[config.mk]
export PLATFORM = sky130hd
export DESIGN_NAME = irq_aggregator_flat
export DESIGN_NICKNAME = d
export VERILOG_FILES = /design/src/rtl/irq_aggregator_pkg.sv /design/src/rtl/irq_aggregator_if.sv /design/src/rtl/irq_aggregator_sync.sv /design/src/rtl/irq_aggregator.sv /design/src/flat_wrapper.sv
export SDC_FILE = /design/constraint.sdc
export NUM_CORES = 1
export LEC_CHECK = 0
export CELL_PAD_IN_SITES_DETAIL_PLACEMENT = 1
export CELL_PAD_IN_SITES_GLOBAL_PLACEMENT = 1
export CORE_ASPECT_RATIO = 0.7
export CORE_UTILIZATION = 36
export CTS_BUF_LIST = sky130_fd_sc_hd__clkbuf_8
export DETAILED_ROUTE_END_ITERATION = 16
export PLACE_DENSITY = 0.94
export SYNTH_ARGS = -nofsm -noshare
export SYNTH_HDL_FRONTEND = slang
export SYNTH_HIERARCHICAL = 1
export SYNTH_SLANG_ARGS = --single-unit
[constraint.sdc]
create_clock -name clk -period 1.71 [get_ports clk]
set_input_delay 0.342 -clock clk [delete_from_list [all_inputs] [get_ports clk]]
set_output_delay 0.342 -clock clk [all_outputs]
set_load 0.05 [all_outputs]
[src/rtl/irq_aggregator_pkg.sv]
// Shared constants and helpers for the interrupt aggregator: register map,
// STATUS layout and the id-width function.
package irq_aggregator_pkg;

   localparam logic [1:0] REG_ENABLE  = 2'd0;
   localparam logic [1:0] REG_PENDING = 2'd1;
   localparam logic [1:0] REG_MODE    = 2'd2;
   localparam logic [1:0] REG_STATUS  = 2'd3;

   localparam int STATUS_IRQ_BIT = 31;

   // Bits needed to name any channel; a single channel still gets a 1-bit id.
   function automatic int clog2_min1(input int n);
      int r;
      r = 0;
      for (int i = 0; i < 6; i++) begin
         if ((64'd1 << i) < 64'(n)) r = i + 1;
      end
      return (r < 1) ? 1 : r;
   endfunction

endpackage

[src/rtl/irq_aggregator_if.sv]
// CPU-side port of the interrupt aggregator: request/acknowledge handshake plus
// the small register read/write port.
interface irq_aggregator_if
   import irq_aggregator_pkg::*;
#(
   parameter int IDW = clog2_min1(8)
);
   logic           irq;
   logic [IDW-1:0] irq_id;
   logic           ack;
   logic [IDW-1:0] ack_id;
   logic [1:0]     reg_addr;
   logic [31:0]    reg_d;
   logic           reg_we;
   logic [31:0]    reg_q;

   modport master (
      input  irq, irq_id, reg_q,
      output ack, ack_id, reg_addr, reg_d, reg_we
   );

   modport slave (
      output irq, irq_id, reg_q,
      input  ack, ack_id, reg_addr, reg_d, reg_we
   );
endinterface

[src/rtl/irq_aggregator_sync.sv]
// One-bit multi-flop synchroniser that brings an asynchronous interrupt level
// into the clk domain.
module irq_sync
   import irq_aggregator_pkg::*;
#(
   parameter int STAGES = 2
) (
   input  logic clk,
   input  logic nreset,
   input  logic d,
   output logic q
);

   logic [STAGES-1:0] sync_q;
   logic [STAGES-1:0] sync_d;

   always_comb begin
      sync_d = {sync_q[STAGES-2:0], d};
   end

   always_ff @(posedge clk or negedge nreset) begin
      if (!nreset) sync_q <= '0;
      else         sync_q <= sync_d;
   end

   assign q = sync_q[STAGES-1];

endmodule

[src/rtl/irq_aggregator.sv]
// Collects CHANNELS asynchronous interrupt sources into one lowest-index-wins
// request. Optional per-channel level sensitivity via IRQ_AGGREGATOR_LEVEL_MODE_EN.
module irq_aggregator
   import irq_aggregator_pkg::*;
#(
   parameter int                  CHANNELS     = 8,
   parameter int                  SYNC_STAGES  = 2,
   parameter logic [CHANNELS-1:0] ENABLE_RESET = '0
) (
   input  logic                clk,
   input  logic                nreset,
   input  logic [CHANNELS-1:0] irq_in,
   irq_aggregator_if.slave     bus
);

   localparam int IDW = clog2_min1(CHANNELS);

   logic [CHANNELS-1:0] sync_lvl;
   logic [CHANNELS-1:0] prev_q, prev_d;
   logic [CHANNELS-1:0] edge_det;
   logic [CHANNELS-1:0] pending_q, pending_d;
   logic [CHANNELS-1:0] enable_q, enable_d;
   logic [CHANNELS-1:0] active;
   logic [CHANNELS-1:0] ack_clr;
   logic [CHANNELS-1:0] w1c_clr;
   logic [CHANNELS-1:0] level_ch;
   logic [CHANNELS-1:0] mode_rd;
   logic                irq_q, irq_d;
   logic [IDW-1:0]      irq_id_q, irq_id_d;
   logic [31:0]         rdata_q, rdata_d;

   function automatic logic [IDW-1:0] lowest_index(input logic [CHANNELS-1:0] v);
      logic [IDW-1:0] idx;
      idx = '0;
      for (int i = CHANNELS - 1; i >= 0; i--) begin
         if (v[i]) idx = IDW'(i);
      end
      return idx;
   endfunction

   for (genvar g = 0; g < CHANNELS; g++) begin : g_sync
      irq_sync #(.STAGES(SYNC_STAGES)) u_sync (
         .clk    (clk),
         .nreset (nreset),
         .d      (irq_in[g]),
         .q      (sync_lvl[g])
      );
   end

`ifdef IRQ_AGGREGATOR_LEVEL_MODE_EN
   logic [CHANNELS-1:0] mode_q, mode_d;

   always_comb begin
      mode_d = mode_q;
      if (bus.reg_we && bus.reg_addr == REG_MODE) mode_d = bus.reg_d[CHANNELS-1:0];
   end

   always_ff @(posedge clk or negedge nreset) begin
      if (!nreset) mode_q <= '0;
      else         mode_q <= mode_d;
   end

   assign level_ch = mode_q;
   assign mode_rd  = mode_q;
`else
   assign level_ch = '0;
   assign mode_rd  = '0;
`endif

   // An edge outranks both clear sources so an event arriving during a clear survives.
   always_comb begin
      prev_d   = sync_lvl;
      edge_det = sync_lvl & ~prev_q;

      ack_clr = '0;
      if (bus.ack && (int'(bus.ack_id) < CHANNELS)) ack_clr[bus.ack_id] = 1'b1;

      w1c_clr = '0;
      if (bus.reg_we && bus.reg_addr == REG_PENDING) w1c_clr = bus.reg_d[CHANNELS-1:0];

      pending_d = (level_ch & sync_lvl)
                | (~level_ch & (edge_det | (pending_q & ~ack_clr & ~w1c_clr)));

      enable_d = enable_q;
      if (bus.reg_we && bus.reg_addr == REG_ENABLE) enable_d = bus.reg_d[CHANNELS-1:0];

      active   = pending_q & enable_q;
      irq_d    = |active;
      irq_id_d = lowest_index(active);
   end

   always_comb begin
      rdata_d = '0;
      case (bus.reg_addr)
         REG_ENABLE:  rdata_d[CHANNELS-1:0] = enable_q;
         REG_PENDING: rdata_d[CHANNELS-1:0] = pending_q;
         REG_MODE:    rdata_d[CHANNELS-1:0] = mode_rd;
         default: begin
            rdata_d[STATUS_IRQ_BIT] = irq_q;
            rdata_d[IDW-1:0]        = irq_id_q;
         end
      endcase
   end

   always_ff @(posedge clk or negedge nreset) begin
      if (!nreset) begin
         prev_q    <= '0;
         pending_q <= '0;
         enable_q  <= ENABLE_RESET;
         irq_q     <= 1'b0;
         irq_id_q  <= '0;
         rdata_q   <= '0;
      end else begin
         prev_q    <= prev_d;
         pending_q <= pending_d;
         enable_q  <= enable_d;
         irq_q     <= irq_d;
         irq_id_q  <= irq_id_d;
         rdata_q   <= rdata_d;
      end
   end

   assign bus.irq    = irq_q;
   assign bus.irq_id = irq_id_q;
   assign bus.reg_q  = rdata_q;

endmodule

[src/flat_wrapper.sv]
// flat-port wrapper written by rule: the top's interface ports become plain ports
module irq_aggregator_flat import irq_aggregator_pkg::*;
#(
   parameter int                  CHANNELS     = 8,
   parameter int                  SYNC_STAGES  = 2,
   parameter logic [CHANNELS-1:0] ENABLE_RESET = '0
)
  (clk, nreset, irq_in, bus_irq, bus_irq_id, bus_reg_q, bus_ack, bus_ack_id, bus_reg_addr, bus_reg_d, bus_reg_we);
  irq_aggregator_if #(.IDW(3)) bus_i ();
  input  logic clk;
  input  logic nreset;
  input  logic [CHANNELS-1:0] irq_in;
  output wire logic [$bits(bus_i.irq)-1:0] bus_irq;
  output wire logic [$bits(bus_i.irq_id)-1:0] bus_irq_id;
  output wire logic [$bits(bus_i.reg_q)-1:0] bus_reg_q;
  input wire logic [$bits(bus_i.ack)-1:0] bus_ack;
  input wire logic [$bits(bus_i.ack_id)-1:0] bus_ack_id;
  input wire logic [$bits(bus_i.reg_addr)-1:0] bus_reg_addr;
  input wire logic [$bits(bus_i.reg_d)-1:0] bus_reg_d;
  input wire logic [$bits(bus_i.reg_we)-1:0] bus_reg_we;
  assign bus_irq = bus_i.irq;
  assign bus_irq_id = bus_i.irq_id;
  assign bus_reg_q = bus_i.reg_q;
  assign bus_i.ack = bus_ack;
  assign bus_i.ack_id = bus_ack_id;
  assign bus_i.reg_addr = bus_reg_addr;
  assign bus_i.reg_d = bus_reg_d;
  assign bus_i.reg_we = bus_reg_we;
  irq_aggregator #(.CHANNELS(CHANNELS), .SYNC_STAGES(SYNC_STAGES), .ENABLE_RESET(ENABLE_RESET)) u_core (.clk(clk), .nreset(nreset), .irq_in(irq_in), .bus(bus_i));
endmodule
==> flow_metrics.py, run 1 <==
metrics = {
    "pwr": {
        "vdd_drop_max_uv": 470,
        "leakage_nw": 1.21,
        "power.density_cell_area_nw_per_um2": 1200,
    },
    "grt": {
        "grt_use_total": 0.140,
        "grt_overflow": 0,
        "grt_max_degree": 54,
        "grt_pass1_vias": 1322,
        "antenna_found_initial": 0,
        "grt_pass1_wl_um": 6330,
    },
    "worst_setup_path": {
        "cp_max_fo": 8,
        "cp-start-kind": "input pin",
        "regToRegEndpoint": "u_core/bus.irq_id[0]",
        "worstSetupPathType": "in -> reg",
        "required_ns": 1.90,
        "reg2reg_slack_ns": 0.51,
        "endpoint_kind": "register",
        "crit_arrival_ns": 1.59,
        "ff2ff_path_depth": 3,
        "reg2reg_from": "u_core/pending_q[2]",
    },
    "sta": {
        "period_needed_ns": 1.40,
        "fin_worst_skew_ns": 0.00964,
        "finalCritPeriodShare": 0.820,
        "rsz0062_at_grt": "false",
        "slew_violations": 0,
        "finalHoldViolations": 0,
        "max_clock_freq_ghz": 0.713,
        "setup_viol": 0,
    },
    "clock_network": {
        "holdBufCountCts": 0,
        "clock_path_buffers": 2,
        "clk_transition_reported_paths_ns": 0.10,
        "ctsRootBufferMaster": "clkbuf_8",
        "htreeDepth": 2,
        "cts_setup_buffers": 0,
        "clkLatencyLatePin_ns": 0.31,
        "cts_buffers": 5,
        "clock-sinks": 53,
        "cts_resized": 0,
        "tritoncts": "built",
    },
    "logic_synthesis": {
        "yosysWarnings": 6,
        "synthesis.area_um2": 2090,
        "syn_avg_cell_area_um2": 12.5,
        "yosys_register_bits": 53,
        "netlist_instances": 167,
        "synth_cell_type_count": 26,
        "ys_seq_area_frac": 0.634,
    },
    "floorplan": {
        "die_w_um": 93.1,
        "start_util": 0.386,
        "io_pins": 85,
        "core_area_um2": 5420,
        "num_rows": 22,
        "die-area_um2": 6120,
        "die_h_um": 65.8,
    },
    "cells_and_area": {
        "layout_commonest_cell": "dfrtp_1",
        "fin_area_um2": 2570,
        "diodes": 0,
        "finalNonFillerCells": 284,
        "finalNetCount": 260,
        "syn2layout_area_growth_pct": 23.2,
        "final_cell_mix": "dfrtp_1 (53), clkdlybuf4s50_1 (23), conb_1 (23)",
        "drive_gt1_frac": 0.170,
    },
    "job": {
        "drv_cap": 0,
    },
    "placement": {
        "routabilityCongestion": 0.840,
        "place_area_um2": 2460,
        "dpl.cell_count": 276,
        "numPortBuffers": 37,
        "post-dp-hpwl_um": 2750,
    },
    "routing": {
        "drt_iter0_drc": 15,
        "met2_length_um": 1960,
        "met1Wirelength_um": 1600,
        "vias_per_cell": 4.40,
        "first_pass_iters": 3,
        "ant_nets": 0,
        "wl_met3_um": 201,
        "dr.max_layer_used": "met4",
        "avgRoutedWirePerCell_um": 13.3,
        "wirelength_um": 3780,
        "vias": 1250,
        "drc": 0,
    },
    "worst_hold_path": {
        "min_path_type": "in -> async",
    },
    "run_status": {
        "outcome": "finished clean",
    },
}
==> Yosys cell counts <==
cell type | instances | area (µm²)
dfrtp_1 | 53 | 1330
buf_4 | 23 | 173
inv_1 | 16 | 60.1
o21ai_0 | 12 | 60.1
mux2_2 | 8 | 90.1
mux2i_1 | 8 | 80.1
nand2_1 | 8 | 30.0
o221ai_1 | 8 | 70.1
nor2_1 | 6 | 22.5
nand3_1 | 4 | 20.0
nand2b_1 | 3 | 18.8
a221oi_1 | 2 | 17.5
a22oi_1 | 2 | 15.0
a32oi_1 | 2 | 17.5
a22o_1 | 1 | 8.76
and2_1 | 1 | 6.26
and3_1 | 1 | 6.26
buf_2 | 1 | 5.00
buf_6 | 1 | 11.3
clkbuf_1 | 1 | 3.75
conb_1 | 1 | 3.75
nand3b_1 | 1 | 7.51
nand4_1 | 1 | 6.26
nor2b_1 | 1 | 6.26
nor3b_4 | 1 | 18.8
or2_2 | 1 | 6.26
==> power by group <==
| part | leakage, nW | total (mW) | internal, mW | switching, mW |
|---|---|---|---|---|
| clock | 0.0591 | 0.875 | 0.447 | 0.428 |
| combinational | 0.533 | 0.712 | 0.242 | 0.470 |
| sequential | 0.618 | 1.50 | 1.39 | 0.107 |
==> routing by layer <==
metal | vias to the layer above | GRT usage
li1 | 607 | -
met1 | 607 | 0.154
met2 | 33 | 0.256
met3 | 3 | 0.0498
met4 | 0 | 0.0346
met5 | - | 0
==> final cells by class <==
class	count	area, µm²
Fill cell	573	2850
Sequential cell	53	1330
Multi-Input combinational cell	94	594
Timing Repair Buffer	41	388
Tap cell	72	90.1
Clock buffer	5	68.8
Inverter	16	60.1
Clock inverter	3	47.5
==> metrics by stage <==
stage          setup TNS (ns)  hold WS (ns)  setup WS, ns  power, mW  utilization
6_report                    0       0.00803         0.307       3.09        0.475
5_1_grt                     0        0.0155         0.187       3.25        0.475
4_1_cts                     0        0.0223         0.303       3.11        0.475
3_5_place_dp          -0.0310         0.336       -0.0310       2.24        0.453
3_3_place_gp                0         0.333       0.00911       2.20        0.453
2_1_floorplan               0        0.0464         0.444       2.02            -
==> cell families (layout without fill, tap and decap cells) <==
group,count (synthesis),after routing,synth area share
flip-flops,53,53,0.634
buffers and inverters,42,65,0.121
other,1,23,0.00179
AO/OA/AOI/OAI,27,27,0.0904
multiplexers,16,16,0.0814
AND/OR/NAND/NOR,28,28,0.0712
==> worst max-delay path, cell delays in order <==
cell and delay, ns:
clkdlybuf4s50_1 0.49, nand3b_1 0.36, o221ai_1 0.29, o21ai_0 0.12
==> worst max-delay path by stage <==
stage / cells after the start / startpoint / slack [ns] / to
after floorplan: 3 / bus_reg_addr[0] / 0.44 / u_core/enable_q[0]
after CTS: 4 / bus_reg_addr[1] / 0.30 / u_core/pending_q[0]
after detailed placement: 4 / bus_reg_addr[1] / -0.03 / u_core/pending_q[0]
final: 4 / bus_reg_addr[1] / 0.31 / u_core/pending_q[0]
after global placement: 4 / bus_reg_addr[1] / 0.009 / u_core/pending_q[6]
after global routing: 4 / bus_reg_addr[1] / 0.19 / u_core/pending_q[7]
==> state kept, by name, indices dropped and copies added, names as in the netlist <==
register and flops:
u_core/pending_q 8, u_core/bus.irq_id 3, u_core/g_sync.u_sync/sync_q 16, u_core/prev_q 8, u_core/bus.reg_q 9, u_core/bus.irq 1, u_core/enable_q 8
No activity file was read; power rests on OpenSTA's default activity.
==> run 2, diff against run 1 <==
- CORE_UTILIZATION: 36 -> 34
- PLACE_DENSITY: 0.94 -> 0.9
- clock period: 1.71 -> 1.4 ns (I/O delays scaled with it)
==> run 2 against run 1 <==
- routed wire length grew 2.6%
- count of clock-buffer cells in the layout is the same
- utilization shrank 0.22 points
- largest cell class unchanged
==> flow_metrics.py, run 2 (synthesis results as in run 1) <==
metrics = {
    "run_status": {
        "outcome": "finished clean",
    },
    "worst_setup_path": {
        "cp-start-kind": "input pin",
        "cpPeakStageDelay_ns": 0.50,
        "crit_slowest_cell": "clkdlybuf4s50_1",
        "worstSetupPathType": "in -> reg",
        "endpoint_kind": "register",
        "crit_start": "bus_reg_addr[1]",
        "required_ns": 1.59,
        "crit_arrival_ns": 1.53,
        "cp.buffers_inverters": 2,
        "crit_family": "buffers and inverters",
        "reg2reg_from": "u_core/pending_q[7]",
        "path_cells": "clkdlybuf4s50_1 -> nor3b_4 -> buf_12 -> mux2_2",
        "cp_max_fo": 8,
    },
    "sta": {
        "slew_violations": 0,
        "finalHoldViolations": 0,
        "finalCritPeriodShare": 0.962,
        "rsz0062_at_grt": "false",
        "max_clock_freq_ghz": 0.742,
        "setup_viol": 0,
        "period_needed_ns": 1.35,
        "fin_worst_skew_ns": 0.00660,
        "fin_ws_ns": 0.0532,
        "setup_tns_ns": 0,
    },
    "floorplan": {
        "die_h_um": 67.6,
        "num_rows": 23,
        "io_pins": 85,
        "start_util": 0.360,
        "core_area_um2": 5810,
        "die-area_um2": 6470,
        "die_w_um": 95.7,
    },
    "pwr": {
        "power.density_cell_area_nw_per_um2": 1360,
        "power.total_mw": 3.73,
        "p_comb_frac": 0.280,
        "power.internal_mw": 2.51,
        "seqPwrFrac": 0.500,
        "leakage_nw": 1.26,
        "p_switching_mw": 1.22,
        "p_sw_frac": 0.327,
        "clkPwrFrac": 0.220,
        "vdd_drop_max_uv": 473,
    },
    "cells_and_area": {
        "finish.utilization": 0.473,
        "final_cell_mix": "dfrtp_1 (53), clkdlybuf4s50_1 (23), conb_1 (23)",
        "regMostFlops": "u_core/g_sync.u_sync/sync_q",
        "diodes": 0,
        "drive_gt1_frac": 0.173,
        "finalNetCount": 263,
        "syn2layout_area_growth_pct": 31.4,
        "nFillCells": 615,
        "largest_reg_flops": 16,
        "fin_area_um2": 2750,
        "layout_commonest_cell": "dfrtp_1",
    },
    "grt": {
        "grt_pass1_wl_um": 6600,
        "grt_pass1_vias": 1336,
        "grt_overflow": 0,
        "grt_max_degree": 21,
        "antenna_found_initial": 0,
        "grt_use_total": 0.141,
    },
    "clock_network": {
        "cts_resized": 0,
        "cts_setup_buffers": 0,
        "cts_buffers": 5,
        "ctsRootBufferMaster": "clkbuf_8",
        "clk_transition_reported_paths_ns": 0.09,
        "holdBufCountCts": 1,
        "clock-sinks": 53,
        "htreeDepth": 2,
        "clock_path_buffers": 2,
        "tritoncts": "built",
        "clkLatencyLatePin_ns": 0.30,
    },
    "placement": {
        "routabilityCongestion": 0.794,
        "post-dp-hpwl_um": 3070,
        "place_area_um2": 2650,
        "numPortBuffers": 37,
        "dp_slack_ns": -0.253,
    },
    "routing": {
        "avgRoutedWirePerCell_um": 13.4,
        "vias": 1304,
        "first_pass_iters": 3,
        "wirelength_um": 3880,
        "ant_nets": 0,
        "vias_per_cell": 4.51,
        "drt_iter0_drc": 41,
        "drc": 0,
    },
    "job": {
        "drv_cap": 0,
    },
    "worst_hold_path": {
        "min_from": "u_core/g_sync[6].u_sync/sync_q[0]",
        "min_path_type": "reg -> reg",
    },
}
run 2: cell types whose count changed in the layout (fill, tap and decap cells not counted), sizes merged:
cell / before / now
buf: 18 / 20
bufinv: 1 / 0
clkinv: 0 / 1
clkinvlp: 0 / 1
dlygate4sd3: 0 / 1
inv: 18 / 16
run 2: layer usage:
metal,wire length (µm),vias up,track usage
li1,-,615,-
met1,1610,650,0.163
met2,2040,34,0.258
met3,200,5,0.0428
met4,31,0,0.0336
met5,0,-,0
run 2: path summary, 6_finish.rpt:
| path | endpoint | cells after the start | slack, ns |
|---|---|---|---|
| max in group asynchronous | u_core/g_sync[4].u_sync/sync_q[1] | 3 | 0.51 |
| worst max register to register | u_core/bus.irq_id[1] | 3 | 0.22 |
| worst min register to register | u_core/g_sync[6].u_sync/sync_q[1] | 0 | 0.36 |
| worst max-delay path | u_core/enable_q[6] | 4 | 0.05 |
| min in group asynchronous | u_core/bus.irq_id[2] | 2 | 0.44 |
| worst min-delay path | u_core/g_sync[6].u_sync/sync_q[1] | 0 | 0.36 |
run 2: area by class of cell:
cell class | count | area [µm²] | area share
flip-flops and latches | 53 | 1330 | 0.483
multi-input cells | 94 | 594 | 0.216
repair buffers | 44 | 588 | 0.214
well taps | 75 | 93.8 | 0.0342
clock buffers | 5 | 68.8 | 0.0250
inverters | 16 | 60.1 | 0.0219
clock inverters | 2 | 16.3 | 0.00592
run 2: per-stage QoR:
stage	hold slack [ns]	cells
after floorplan	-0.0156	189
after CTS	0.358	289
final	0.355	289
after global routing	0.364	289
after detailed placement	0.233	281
after global placement	0.227	281
run 2: power by group through the flow:
stage / sequential (mW) / clock [mW] / combinational (mW)
floorplan: 2.05 / 0 / 0.420
global placement: 1.88 / 0 / 1.02
detailed placement: 1.90 / 0 / 1.05
CTS: 1.87 / 0.857 / 1.05
global route: 1.89 / 0.928 / 1.12
finish: 1.86 / 0.821 / 1.04
==> run 3, diff against run 2 <==
- GPL_ROUTABILITY_DRIVEN: not set -> 0
==> results of run 3 <==
The final DEF is identical to that of run 2; final timing and power are the same.
